**src/rtl/ac_motor_gate_guard_pkg.sv**
```systemverilog
// Shared definitions for the inverter gate guard: FSM state encodings and fault_src bit indices.
// Ports: none (package).
// Imported by ac_motor_gate_guard.
package ac_motor_gate_guard_pkg;

  typedef enum logic [1:0] {
    AC_MOTOR_GG_IDLE    = 2'd0,
    AC_MOTOR_GG_RUN     = 2'd1,
    AC_MOTOR_GG_FAULT   = 2'd2,
    AC_MOTOR_GG_HOLDOFF = 2'd3
  } state_e;

  // fault_src bit positions
  localparam int FSRC_PH1  = 0;
  localparam int FSRC_PH2  = 1;
  localparam int FSRC_PH3  = 2;
  localparam int FSRC_TRIP = 3;
  localparam int FSRC_W    = 4;

endpackage

```
**src/rtl/ac_motor_gate_filter.sv**
```systemverilog
// Per-phase gate filter: min-pulse qualification of high/low switch commands, registered outputs.
// Ports: clk, reset (sync, active-high), run (block is/will be in RUN), high_in/low_in -> high/low.
// Macro AC_MOTOR_GATE_GUARD_MIN_PULSE_EN: defined = rising edges delayed MIN_PULSE clocks; undefined = plain 1-clock register.
module ac_motor_gate_filter #(
  parameter int MIN_PULSE = 8
) (
  input  logic clk,
  input  logic reset,
  input  logic run,
  input  logic high_in,
  input  logic low_in,
  output logic high,
  output logic low
);

  logic high_q, high_d;
  logic low_q, low_d;

`ifdef AC_MOTOR_GATE_GUARD_MIN_PULSE_EN
  localparam logic [7:0] MP8 = 8'(MIN_PULSE);

  logic [7:0] hcnt_q, hcnt_d;
  logic [7:0] lcnt_q, lcnt_d;

  // Counts consecutive on-clocks, saturating at MIN_PULSE; any off clock or
  // leaving RUN restarts qualification from zero.
  function automatic logic [7:0] next_cnt(input logic active, input logic [7:0] cnt);
    logic [7:0] r;
    r = 8'd0;
    if (active) begin
      r = (cnt >= MP8) ? MP8 : cnt + 8'd1;
    end
    return r;
  endfunction

  always_comb begin
    hcnt_d = next_cnt(run && high_in, hcnt_q);
    lcnt_d = next_cnt(run && low_in, lcnt_q);
    // Turn-on waits for a full qualified count; turn-off is immediate because
    // the input term drops the same clock. The opposite-input term keeps the
    // pair mutually exclusive even for the single clock a shoot-through is seen.
    high_d = run && high_in && !low_in && (hcnt_d == MP8);
    low_d  = run && low_in && !high_in && (lcnt_d == MP8);
  end

  always_ff @(posedge clk) begin
    if (reset) begin
      hcnt_q <= 8'd0;
      lcnt_q <= 8'd0;
    end else begin
      hcnt_q <= hcnt_d;
      lcnt_q <= lcnt_d;
    end
  end
`else
  always_comb begin
    high_d = run && high_in && !low_in;
    low_d  = run && low_in && !high_in;
  end
`endif

  always_ff @(posedge clk) begin
    if (reset) begin
      high_q <= 1'b0;
      low_q  <= 1'b0;
    end else begin
      high_q <= high_d;
      low_q  <= low_d;
    end
  end

  assign high = high_q;
  assign low  = low_q;

  param_range: assert property (@(posedge clk) (MIN_PULSE >= 1) && (MIN_PULSE <= 255));
  no_shoot_through: assert property (@(posedge clk) disable iff (reset) !(high_q && low_q));

endmodule

```
**src/rtl/ac_motor_gate_guard.sv**
```systemverilog
// Gate guard between dead-time stages and gate-driver pins: min-pulse filter, shoot-through/trip fault latch, hold-off release.
// Ports: clk, reset (sync, active-high), enable, fault_clear, trip (async); s{1,2,3}_{high,low}_in -> s{1,2,3}_{high,low};
//        fault, fault_src[3:0] (bit0-2 shoot-through ph1-3, bit3 trip), running. Macro: AC_MOTOR_GATE_GUARD_MIN_PULSE_EN.
module ac_motor_gate_guard
  import ac_motor_gate_guard_pkg::*;
#(
  parameter int MIN_PULSE = 8,
  parameter int HOLDOFF   = 1000
) (
  input  logic              clk,
  input  logic              reset,
  input  logic              enable,
  input  logic              fault_clear,
  input  logic              trip,
  input  logic              s1_high_in,
  input  logic              s1_low_in,
  input  logic              s2_high_in,
  input  logic              s2_low_in,
  input  logic              s3_high_in,
  input  logic              s3_low_in,
  output logic              s1_high,
  output logic              s1_low,
  output logic              s2_high,
  output logic              s2_low,
  output logic              s3_high,
  output logic              s3_low,
  output logic              fault,
  output logic [FSRC_W-1:0] fault_src,
  output logic              running
);

  localparam logic [15:0] HOLD_LAST = 16'(HOLDOFF - 1);

  state_e state_q, state_d;
  logic [15:0] hold_cnt_q, hold_cnt_d;
  logic [FSRC_W-1:0] src_q, src_d;
  logic trip_meta_q, trip_sync_q;

  logic [FSRC_W-1:0] cause;
  logic shoot_any;
  logic fault_cond;
  logic run_next;

  // Two-flop synchronizer for the asynchronous trip input.
  always_ff @(posedge clk) begin
    if (reset) begin
      trip_meta_q <= 1'b0;
      trip_sync_q <= 1'b0;
    end else begin
      trip_meta_q <= trip;
      trip_sync_q <= trip_meta_q;
    end
  end

  always_comb begin
    cause            = '0;
    cause[FSRC_PH1]  = s1_high_in && s1_low_in;
    cause[FSRC_PH2]  = s2_high_in && s2_low_in;
    cause[FSRC_PH3]  = s3_high_in && s3_low_in;
    cause[FSRC_TRIP] = trip_sync_q;
    shoot_any        = cause[FSRC_PH1] || cause[FSRC_PH2] || cause[FSRC_PH3];
    fault_cond       = |cause;
  end

  always_comb begin
    state_d = state_q;
    unique case (state_q)
      AC_MOTOR_GG_IDLE: begin
        if (fault_cond)  state_d = AC_MOTOR_GG_FAULT;
        else if (enable) state_d = AC_MOTOR_GG_RUN;
      end
      AC_MOTOR_GG_RUN: begin
        if (fault_cond)   state_d = AC_MOTOR_GG_FAULT;
        else if (!enable) state_d = AC_MOTOR_GG_IDLE;
      end
      AC_MOTOR_GG_FAULT: begin
        // Release only once the operator acknowledges and every cause is gone.
        if (fault_clear && !trip_sync_q && !shoot_any) state_d = AC_MOTOR_GG_HOLDOFF;
      end
      AC_MOTOR_GG_HOLDOFF: begin
        if (fault_cond) state_d = AC_MOTOR_GG_FAULT;
        else if (hold_cnt_q == HOLD_LAST) state_d = enable ? AC_MOTOR_GG_RUN : AC_MOTOR_GG_IDLE;
      end
      default: state_d = AC_MOTOR_GG_IDLE;
    endcase
  end

  always_comb begin
    // Counter only advances while staying in HOLDOFF, so any re-entry starts at 0.
    hold_cnt_d = '0;
    if (state_q == AC_MOTOR_GG_HOLDOFF && state_d == AC_MOTOR_GG_HOLDOFF) begin
      hold_cnt_d = hold_cnt_q + 16'd1;
    end

    src_d = src_q;
    if (state_q != AC_MOTOR_GG_FAULT && state_d == AC_MOTOR_GG_FAULT) begin
      src_d = src_q | cause;
    end else if (state_q == AC_MOTOR_GG_FAULT && state_d == AC_MOTOR_GG_HOLDOFF) begin
      src_d = '0;
    end
  end

  always_ff @(posedge clk) begin
    if (reset) begin
      state_q    <= AC_MOTOR_GG_IDLE;
      hold_cnt_q <= '0;
      src_q      <= '0;
    end else begin
      state_q    <= state_d;
      hold_cnt_q <= hold_cnt_d;
      src_q      <= src_d;
    end
  end

  // Filters look at the next state so gate registers drop on the very edge the
  // FSM leaves RUN (fault, disable), not one clock later.
  assign run_next = (state_d == AC_MOTOR_GG_RUN);

  ac_motor_gate_filter #(.MIN_PULSE(MIN_PULSE)) u_ph1 (
    .clk(clk), .reset(reset), .run(run_next),
    .high_in(s1_high_in), .low_in(s1_low_in),
    .high(s1_high), .low(s1_low)
  );

  ac_motor_gate_filter #(.MIN_PULSE(MIN_PULSE)) u_ph2 (
    .clk(clk), .reset(reset), .run(run_next),
    .high_in(s2_high_in), .low_in(s2_low_in),
    .high(s2_high), .low(s2_low)
  );

  ac_motor_gate_filter #(.MIN_PULSE(MIN_PULSE)) u_ph3 (
    .clk(clk), .reset(reset), .run(run_next),
    .high_in(s3_high_in), .low_in(s3_low_in),
    .high(s3_high), .low(s3_low)
  );

  assign fault     = (state_q == AC_MOTOR_GG_FAULT);
  assign running   = (state_q == AC_MOTOR_GG_RUN);
  assign fault_src = src_q;

  holdoff_range: assert property (@(posedge clk) (HOLDOFF >= 1) && (HOLDOFF <= 65535));

endmodule
```
**config.mk**
```make
export PLATFORM = sky130hd
export DESIGN_NAME = ac_motor_gate_guard
export DESIGN_NICKNAME = d
export VERILOG_FILES = /design/src/rtl/ac_motor_gate_guard_pkg.sv /design/src/rtl/ac_motor_gate_filter.sv /design/src/rtl/ac_motor_gate_guard.sv
export SDC_FILE = /design/constraint.sdc
export NUM_CORES = 1
export LEC_CHECK = 0
export ABC_CLOCK_PERIOD_IN_PS = 2460
export BUFFER_PORTS_ARGS = -buffer_cell sky130_fd_sc_hd__buf_2
export CORE_UTILIZATION = 56
export CTS_BUF_LIST = sky130_fd_sc_hd__clkbuf_2 sky130_fd_sc_hd__clkbuf_4 sky130_fd_sc_hd__clkbuf_8
export CTS_CLUSTER_DIAMETER = 50
export DETAILED_ROUTE_END_ITERATION = 10
export GPL_TIMING_DRIVEN = 0
export PLACE_DENSITY = 0.89
export SLEW_MARGIN = 10
export SYNTH_ARGS = -nofsm -noshare
export SYNTH_HDL_FRONTEND = slang
export SYNTH_HIERARCHICAL = 1
export SYNTH_SLANG_ARGS = --single-unit
```
**constraint.sdc**
```tcl
create_clock -name clk -period 2.46 [get_ports clk]
set_input_delay 0.369 -clock clk [delete_from_list [all_inputs] [get_ports clk]]
set_output_delay 0.369 -clock clk [all_outputs]
set_load 0.02 [all_outputs]
```
Word-level counts from Yosys, hierarchy flattened
Cells that the tools add are included.
- output and inout bits: 12
- register bits: 30
- bits of input ports: 11
- equality and inequality tests: 8
- reduce and logical (&&, ||, !) cells: 34
- $add $sub $neg: 1
- muxes and demuxes: 11
- bitwise logic cells: 2
- operators by type and width (kind ; number):
    $logic_and A1 B1 Y1 ; 20
    $add A16 B1 Y16 const B ; 1
    $eq A16 B10 Y1 const B ; 1
    $mux W2 ; 7
    $eq A2 B2 Y1 const B ; 4
    $logic_not A1 Y1 ; 8
    $mux W4 ; 2
    $pmux W2 S4 ; 1
    $eq A2 B1 Y1 const B ; 2
    $or A4 B4 Y4 ; 1
    $reduce_or A4 Y1 ; 1
    $logic_not A2 Y1 ; 1
    $logic_or A1 B1 Y1 ; 2
    $ne A2 B2 Y1 const B ; 1
    $reduce_bool A2 Y1 ; 1
    $reduce_or A2 Y1 ; 1
    $mux W1 ; 1
    $not A1 Y1 ; 1

Longest topological paths before layout
Gate-level depths: netlist of the first run.
- depth after elaboration: 11
- gate-level depth with buffers: 7
- mapped depth without buffers: 6

By module
The synthesis of the first run kept the hierarchy.
- modules (own cells, without submodules) (module ; area an instance (um^2) ; cells each ; instances):
    ac_motor_gate_guard ; 1017.2 ; 113 ; 1
    ac_motor_gate_filter ; 65.1 ; 4 ; 3

Least setup slack after synthesis of the first run
OpenSTA, ideal clock, no wires.
- path kind: flip-flop to flip-flop
- start: register hold_cnt_q[12]
- end: register u_ph1.high_q (netlist: u_ph1/high)
- setup slack: 0.566 ns
- buffers on the path: 0
- data required time: 2.399 ns
- period minus slack after synthesis: 1.894 ns
- cell stages (with the launch flop): 6
- arrival: 1.833 ns
- cells stage by stage: dfxtp_1 -> or4b_1 -> nor4_2 -> a21boi_1 -> nor3b_1 -> and4bb_2
- longest elaborated chain between the ends: 7
- ends and longest elaborated chain (what ; line ; RTL):
    start, declared ; ac_motor_gate_guard.sv:35 ; logic [15:0] hold_cnt_q, hold_cnt_d;
    start signal, assigned ; ac_motor_gate_guard.sv:110 ; hold_cnt_q <= hold_cnt_d;
    $eq A16 B10 Y1 ; ac_motor_gate_guard.sv:82 ; else if (hold_cnt_q == HOLD_LAST) state_d = enable ? AC_MOTOR_GG_RUN : AC_MOTOR_GG_IDLE;
    $mux W2 ; ac_motor_gate_guard.sv:82 ;
    $mux W2 ; ac_motor_gate_guard.sv:81 ; if (fault_cond) state_d = AC_MOTOR_GG_FAULT;
    $pmux W2 S4 ; ac_motor_gate_guard.sv:67 ; unique case (state_q)
    $eq A2 B1 Y1 ; ac_motor_gate_guard.sv:117 ; assign run_next = (state_d == AC_MOTOR_GG_RUN);
    named net run_next ; ac_motor_gate_guard.sv:42 ; logic run_next;
    $logic_and A1 B1 Y1 (2 in series) ; ac_motor_gate_filter.sv:57 ; high_d = run && high_in && !low_in;
    end signal, assigned ; ac_motor_gate_filter.sv:67 ; high_q <= high_d;
    end, declared ; ac_motor_gate_filter.sv:16 ; logic high_q, high_d;
The timed path passes the listed nets, and every way through them passes these cells.
A chain may end at the register's enable or synchronous reset.

Final worst setup path of the first run
- start: register hold_cnt_q[2]
- end: register u_ph1.high_q (netlist: u_ph1/high)
Same word-level chain as after synthesis.

==> results of run 1 <==
## report_power, final
group | switching [mW] | internal [mW]
Sequential | 0.00533 | 0.495
Clock | 0.162 | 0.149
Combinational | 0.0367 | 0.0258
Total | 0.204 | 0.670
## layout make-up
type                            count  area share [%]
Multi-Input combinational cell     88            40.6
Sequential cell                    30            42.1
Tap cell                           27            2.37
Inverter                            4            1.05
Clock inverter                      1           0.351
Clock buffer                        7            4.13
Buffer                              3            1.58
Timing Repair Buffer               22            7.73
## how the worst max path moves through the flow
| stage | endpoint | cells after the start |
|---|---|---|
| detailed placement | u_ph1/high | 5 |
| CTS | u_ph1/high | 5 |
| floorplan | u_ph1/high | 5 |
| finish | u_ph1/high | 5 |
| global route | u_ph1/high | 5 |
| global placement | u_ph3/low | 5 |
## worst max-delay path, delay by kind of cell (launching register included)
kind	cells	cell delay (ns)
AO/OA/AOI/OAI	1	0.16
AND/OR/NAND/NOR	4	1.44
flip-flops	1	0.43
## kinds of logic (layout without fill, tap and decap cells)
kind of cell             after synthesis  after routing  share of synthesized area [%]
flip-flops                            30             30                           49.5
buffers and inverters                  7             37                           3.10
XOR/XNOR                              14             14                           10.1
AND/OR/NAND/NOR                       63             63                           30.0
AO/OA/AOI/OAI                         10             10                           6.19
adder cells (fa/ha/maj)                1              1                           1.03
## flip-flops by register name (all words and copies together) (netlist names)
signal and flops:
fault_src 4, hold_cnt_q 16, state_q 2, trip_meta_q 1, trip_sync_q 1, u_ph1/high 1
u_ph1/low 1, u_ph2/high 1, u_ph2/low 1, u_ph3/high 1, u_ph3/low 1
## per-layer routing
metal / up-vias / global-route usage (%)
li1: 500 / -
met1: 475 / 28.1
met2: 22 / 37.3
met3: 6 / 9.43
met4: 0 / 8.82
met5: - / 0
## stage by stage
stage | setup WS, ns | util [%] | hold slack, ns | instance area (µm²)
final | 0.368 | 71.2 | 0.253 | 1430
after global routing | 0.202 | 71.2 | 0.246 | 1430
after CTS | 0.119 | 70.9 | 0.253 | 1420
after detailed placement | 0.152 | 67.8 | 0.433 | 1360
after global placement | 0.280 | 67.8 | 0.418 | 1360
after floorplan | 0.566 | - | 0.414 | 1210
## Yosys cell counts (2+ instances only)
master / instances
inv_1: 4
xnor2_1: 12
dfxtp_1: 30
a21oi_1: 2
nor3_1: 4
nand4_1: 3
nand2_1: 6
nor4_1: 5
nor2_1: 23
and4bb_2: 6
nor2b_1: 3
a31oi_1: 3
nand3_1: 6
xor2_1: 2
## layout by cell type (no fill, tap or decap), types with 2 or more instances in the layout
master	count
inv_1	4
nor2_1	23
nand3_1	6
nor4_1	5
nand4_1	3
nand2_1	6
a21oi_1	2
nor3_1	4
a31oi_1	3
xnor2_1	12
dfxtp_1	30
xor2_1	2
and4bb_2	6
nor2b_1	3
clkbuf_4	6
buf_2	22
## timing repair
action | 4_1_cts | 5_1_grt
resized for setup | 0 | 1
buffers inserted | 0 | 0
setup endpoints to repair | 0 | 6
==> flow_metrics.tcl, run 1 <==
set metrics [dict create \
    status "finished, final reports clean" \
    die-height_um 48.5 \
    hp-class "in -> reg" \
    via_per_inst 5.51 \
    clk_pin_slew_ns 0.09 \
    async_reset_ff_share_pct 0 \
    ir_drop_v 0.000541 \
    multi_input_area_um2 579 \
    path_class "reg -> reg" \
    ios 23 \
    regArea_um2 601 \
    finalCriticalPeriod_ns 2.09 \
    numCtsBuffers 5 \
    min_path_cells 2 \
    cts_tree "built" \
    p_total_mw 0.874 \
    coreArea_um2 2000 \
    initial_core_util_pct 60.6 \
    die_w_um 48.5 \
    fin_cells 182 \
    routed_wl_um 2410 \
    grt_pass1_wl_um 4000 \
    vias 1003 \
    drtPass1Iterations 4 \
    grt_antenna_before_repair 0 \
    hold_buffers 0 \
    die_area_um2 2360 \
    dr_wl_met2_um 1210 \
    crit-reg2reg-launch "hold_cnt_q[2]" \
    p_per_area_nw_per_um2 613 \
    cp-start-kind "register" \
    met1_length_um 1040 \
    syn_area_per_cell_um2 9.70 \
    synthToLayoutAreaGrowth_pct 17.5 \
    diodes 0 \
    hold_end "trip_meta_q" \
    ys_types 30 \
    r2r_slack_ns 0.37 \
    std_cell_rows 16 \
    syn_nets 137 \
    setup_viol 0 \
    ant_nets 0 \
    yosys_warnings 6 \
    max_slew.worst_pin.slew_ns 0.404 \
    required_ns 2.74 \
    cp_slowest_cell "or4b_1" \
    topRoutingLayerUsed "met4" \
    drc 0 \
    ys_ff_latch 30 \
    portBuffers 22 \
    rsz0062_at_grt "false" \
    syn_area_um2 1210 \
    startpoint "hold_cnt_q[2]" \
    first_iter_violations 15 \
    syn_inst 125 \
    dp.cells 174 \
    r2r_end "u_ph1/high" \
    drive_above_1_share_pct 27.1 \
    synth_largest_area_cell "dfxtp_1" \
    seq_area_frac_synth_pct 49.5 \
    grt_max_degree 13 \
    clk_latency_ns 0.33 \
    synth-main-ff-cell "dfxtp_1" \
    grt_pass1_vias 889 \
    synth_edf_count 0 \
    ff2ff_path_depth 5 \
    maxCapViolations 0 \
    hold_violations 0 \
    clk_path_buf_depth 2 \
    holdCritStartpoint "trip" \
    finalSetupTns_ns 0 \
    wl_per_cell_um 13.2 \
    place_congestion 0.833 \
    crit_fanout 6 \
    drv_slew 0 \
    fin_skew_ns 0.00470 \
    leakagePower_nw 0.522 \
    hpwl_um 1810 \
    synth_top_area_share_pct 49.5 \
    cts_root_buffer "clkbuf_4" \
    worst_setup_path_end_kind "register" \
    wl_met3_um 115 \
    nFillCells 158 \
    cts_sinks 30 \
    slew_headroom_pct 73.0 \
    fin_crit_sh_pct 85.0 \
    nets 166 \
    slowest_delay_ns 0.48 \
    cts-htree-levels 2 \
    max_freq_mhz 478 \
    arrival_ns 2.37 \
    crit_chain "or4b_1 -> nor4_2 -> a21boi_1 -> nor3b_2 -> and4bb_2" \
    gr-total-overflow 0 \
    ys_top_cells_by_area "dfxtp_1 (50%), xnor2_1 (8.7%), nor2_1 (7.1%)" \
    grt_use_total_pct 23.3 \
]
Power figures use the tool's default switching activity.
==> run 2, diff against run 1 <==
Settings changed: ABC_CLOCK_PERIOD_IN_PS 2460 to 1700, CORE_UTILIZATION 56 to 50, PLACE_DENSITY 0.89 to 0.84, REMOVE_ABC_BUFFERS set to 1.
Clock period 2.46 ns to 1.7 ns, I/O delays scaled along.
==> run 2 against run 1 <==
  * Via count increased by 1.9%
  * Clock skew increased by 0.010 ns
  * The flow now finishes with violations (setup timing)
  * Final cell count increased by 1.1%
  * Wire length increased by 1.8%
  * Power increased by 61%
  * Largest cell class is now multi-input combinational cells
  * Clock power increased by 87%
==> flow_metrics.tcl, run 2 (synthesized netlist as in run 1, its figures left out) <==
set metrics [dict create \
    nets 167 \
    drc 0 \
    required_ns 1.99 \
    final_cell_area_um2 1530 \
    grt_pass1_wl_um 3760 \
    max_freq_mhz 549 \
    drv_slew 0 \
    cp_slowest_cell "or4b_4" \
    clk_pin_slew_ns 0.11 \
    cts_tree "built" \
    arrival_ns 2.11 \
    place_congestion 0.850 \
    violations "setup timing" \
    placed_cell_area_um2 1340 \
    diodes 0 \
    coreArea_um2 2250 \
    crit_fanout 6 \
    grt_antenna_before_repair 0 \
    crit_chain "or4b_4 -> nor4_4 -> a21boi_2 -> nor3b_4 -> and4bb_2" \
    grt_pass1_vias 869 \
    cts_root_buffer "clkbuf_4" \
    r2r_end "u_ph2/high" \
    ant_nets 0 \
    r2r_slack_ns -0.12 \
    grt_max_degree 17 \
    initial_core_util_pct 53.8 \
    via_per_inst 5.55 \
    slowest_delay_ns 0.54 \
    setup_viol 6 \
    ios 23 \
    p_per_area_nw_per_um2 922 \
    status "finished with violations" \
    cp-start-kind "register" \
    cts_sinks 30 \
    numCtsBuffers 5 \
    hp-class "in -> reg" \
    worst_setup_path_end_kind "register" \
    largest_register_ffs 16 \
    portBuffers 22 \
    wl_per_cell_um 13.3 \
    crit-reg2reg-launch "hold_cnt_q[15]" \
    die-height_um 51.2 \
    hold_buffers 0 \
    grt_util_met2_pct 33.3 \
    grt_use_total_pct 19.8 \
    min_path_cells 2 \
    leakagePower_nw 0.542 \
    finalCriticalPeriod_ns 1.82 \
    die_area_um2 2630 \
    post-route-util_pct 67.6 \
    max_slew.worst_pin.slew_ns 0.410 \
    top_register "hold_cnt_q" \
    setup_ws_ns -0.120 \
    hold_end "trip_meta_q" \
    first_iter_violations 15 \
    routed_wl_um 2450 \
    top_usage_layer "met2" \
    holdCritStartpoint "trip" \
    slew_headroom_pct 72.6 \
    clk_path_buf_depth 2 \
    hold_violations 0 \
    fin_crit_sh_pct 107 \
    path_class "reg -> reg" \
    mostFrequentLayoutCells "nor2_1 (23), dfxtp_1 (23), buf_2 (22)" \
    gr-total-overflow 0 \
    drive_above_1_share_pct 35.9 \
    fin_skew_ns 0.0150 \
    vias 1022 \
    std_cell_rows 17 \
    maxCapViolations 0 \
    ff2ff_path_depth 5 \
    rsz0062_at_grt "true" \
    ir_drop_v 0.000649 \
    grt.met3_usage_pct 4.46 \
    drtPass1Iterations 4 \
    cts-htree-levels 2 \
    hpwl_um 1540 \
    clk_latency_ns 0.34 \
    die_w_um 51.2 \
    synthToLayoutAreaGrowth_pct 25.8 \
    met1_usage_pct 22.7 \
]
-- run 2: metrics by stage --
step                worst slack [ns]  instances  setup TNS, ns  hold WS (ns)  total power, mW
global route                  -0.190        184          -1.15         0.124             1.45
CTS                           -0.124        182         -0.687         0.137             1.39
floorplan                     -0.194        122          -1.18         0.327            0.789
global placement              -0.504        172          -6.61         0.427            0.823
finish                        -0.120        184         -0.670         0.121             1.41
detailed placement            -0.533        172          -7.20         0.424            0.826
-- run 2: power breakdown --
group	switching (mW)	internal [mW]	leakage, nW
logic	0.0582	0.0440	0.258
registers	0.00880	0.713	0.247
clock network	0.274	0.308	0.0374
-- run 2: timing repair --
item                       CTS  global route
pin swaps                    4             6
setup endpoints to repair   24             8
buffers inserted             2             3
gates resized for setup     15             5
-- run 2: per-layer routing --
| layer | wire, µm | vias up |
|---|---|---|
| met3 | 121 | 5 |
| met4 | 44 | 0 |
| met2 | 1230 | 42 |
| met1 | 1050 | 477 |
| met5 | 0 | - |
| li1 | - | 498 |
-- run 2: worst max-delay path by stage --
stage / from / to / cells after the start
2_1_floorplan: hold_cnt_q[12] / u_ph1/high / 5
3_3_place_gp: hold_cnt_q[2] / u_ph2/low / 5
3_5_place_dp: hold_cnt_q[2] / u_ph3/high / 5
4_1_cts: hold_cnt_q[15] / u_ph3/high / 5
5_1_grt: hold_cnt_q[15] / u_ph2/low / 5
6_report: hold_cnt_q[15] / u_ph2/high / 5
-- run 2: cell type report --
class	count	area [µm²]
clock buffer	5	37.5
clock inverter	3	45.0
fill	170	729
inverter	4	15.0
multi-input combinational	88	638
sequential	30	614
tap	28	35.0
timing repair buffer	26	140
-- run 2: worst max-delay path: cells and delay by family (launching register included) --
family,cells,cell delay (ns)
and+or+nand+nor,4,1.30
AOI/OAI and AO/OA,1,0.13
DFF,1,0.34
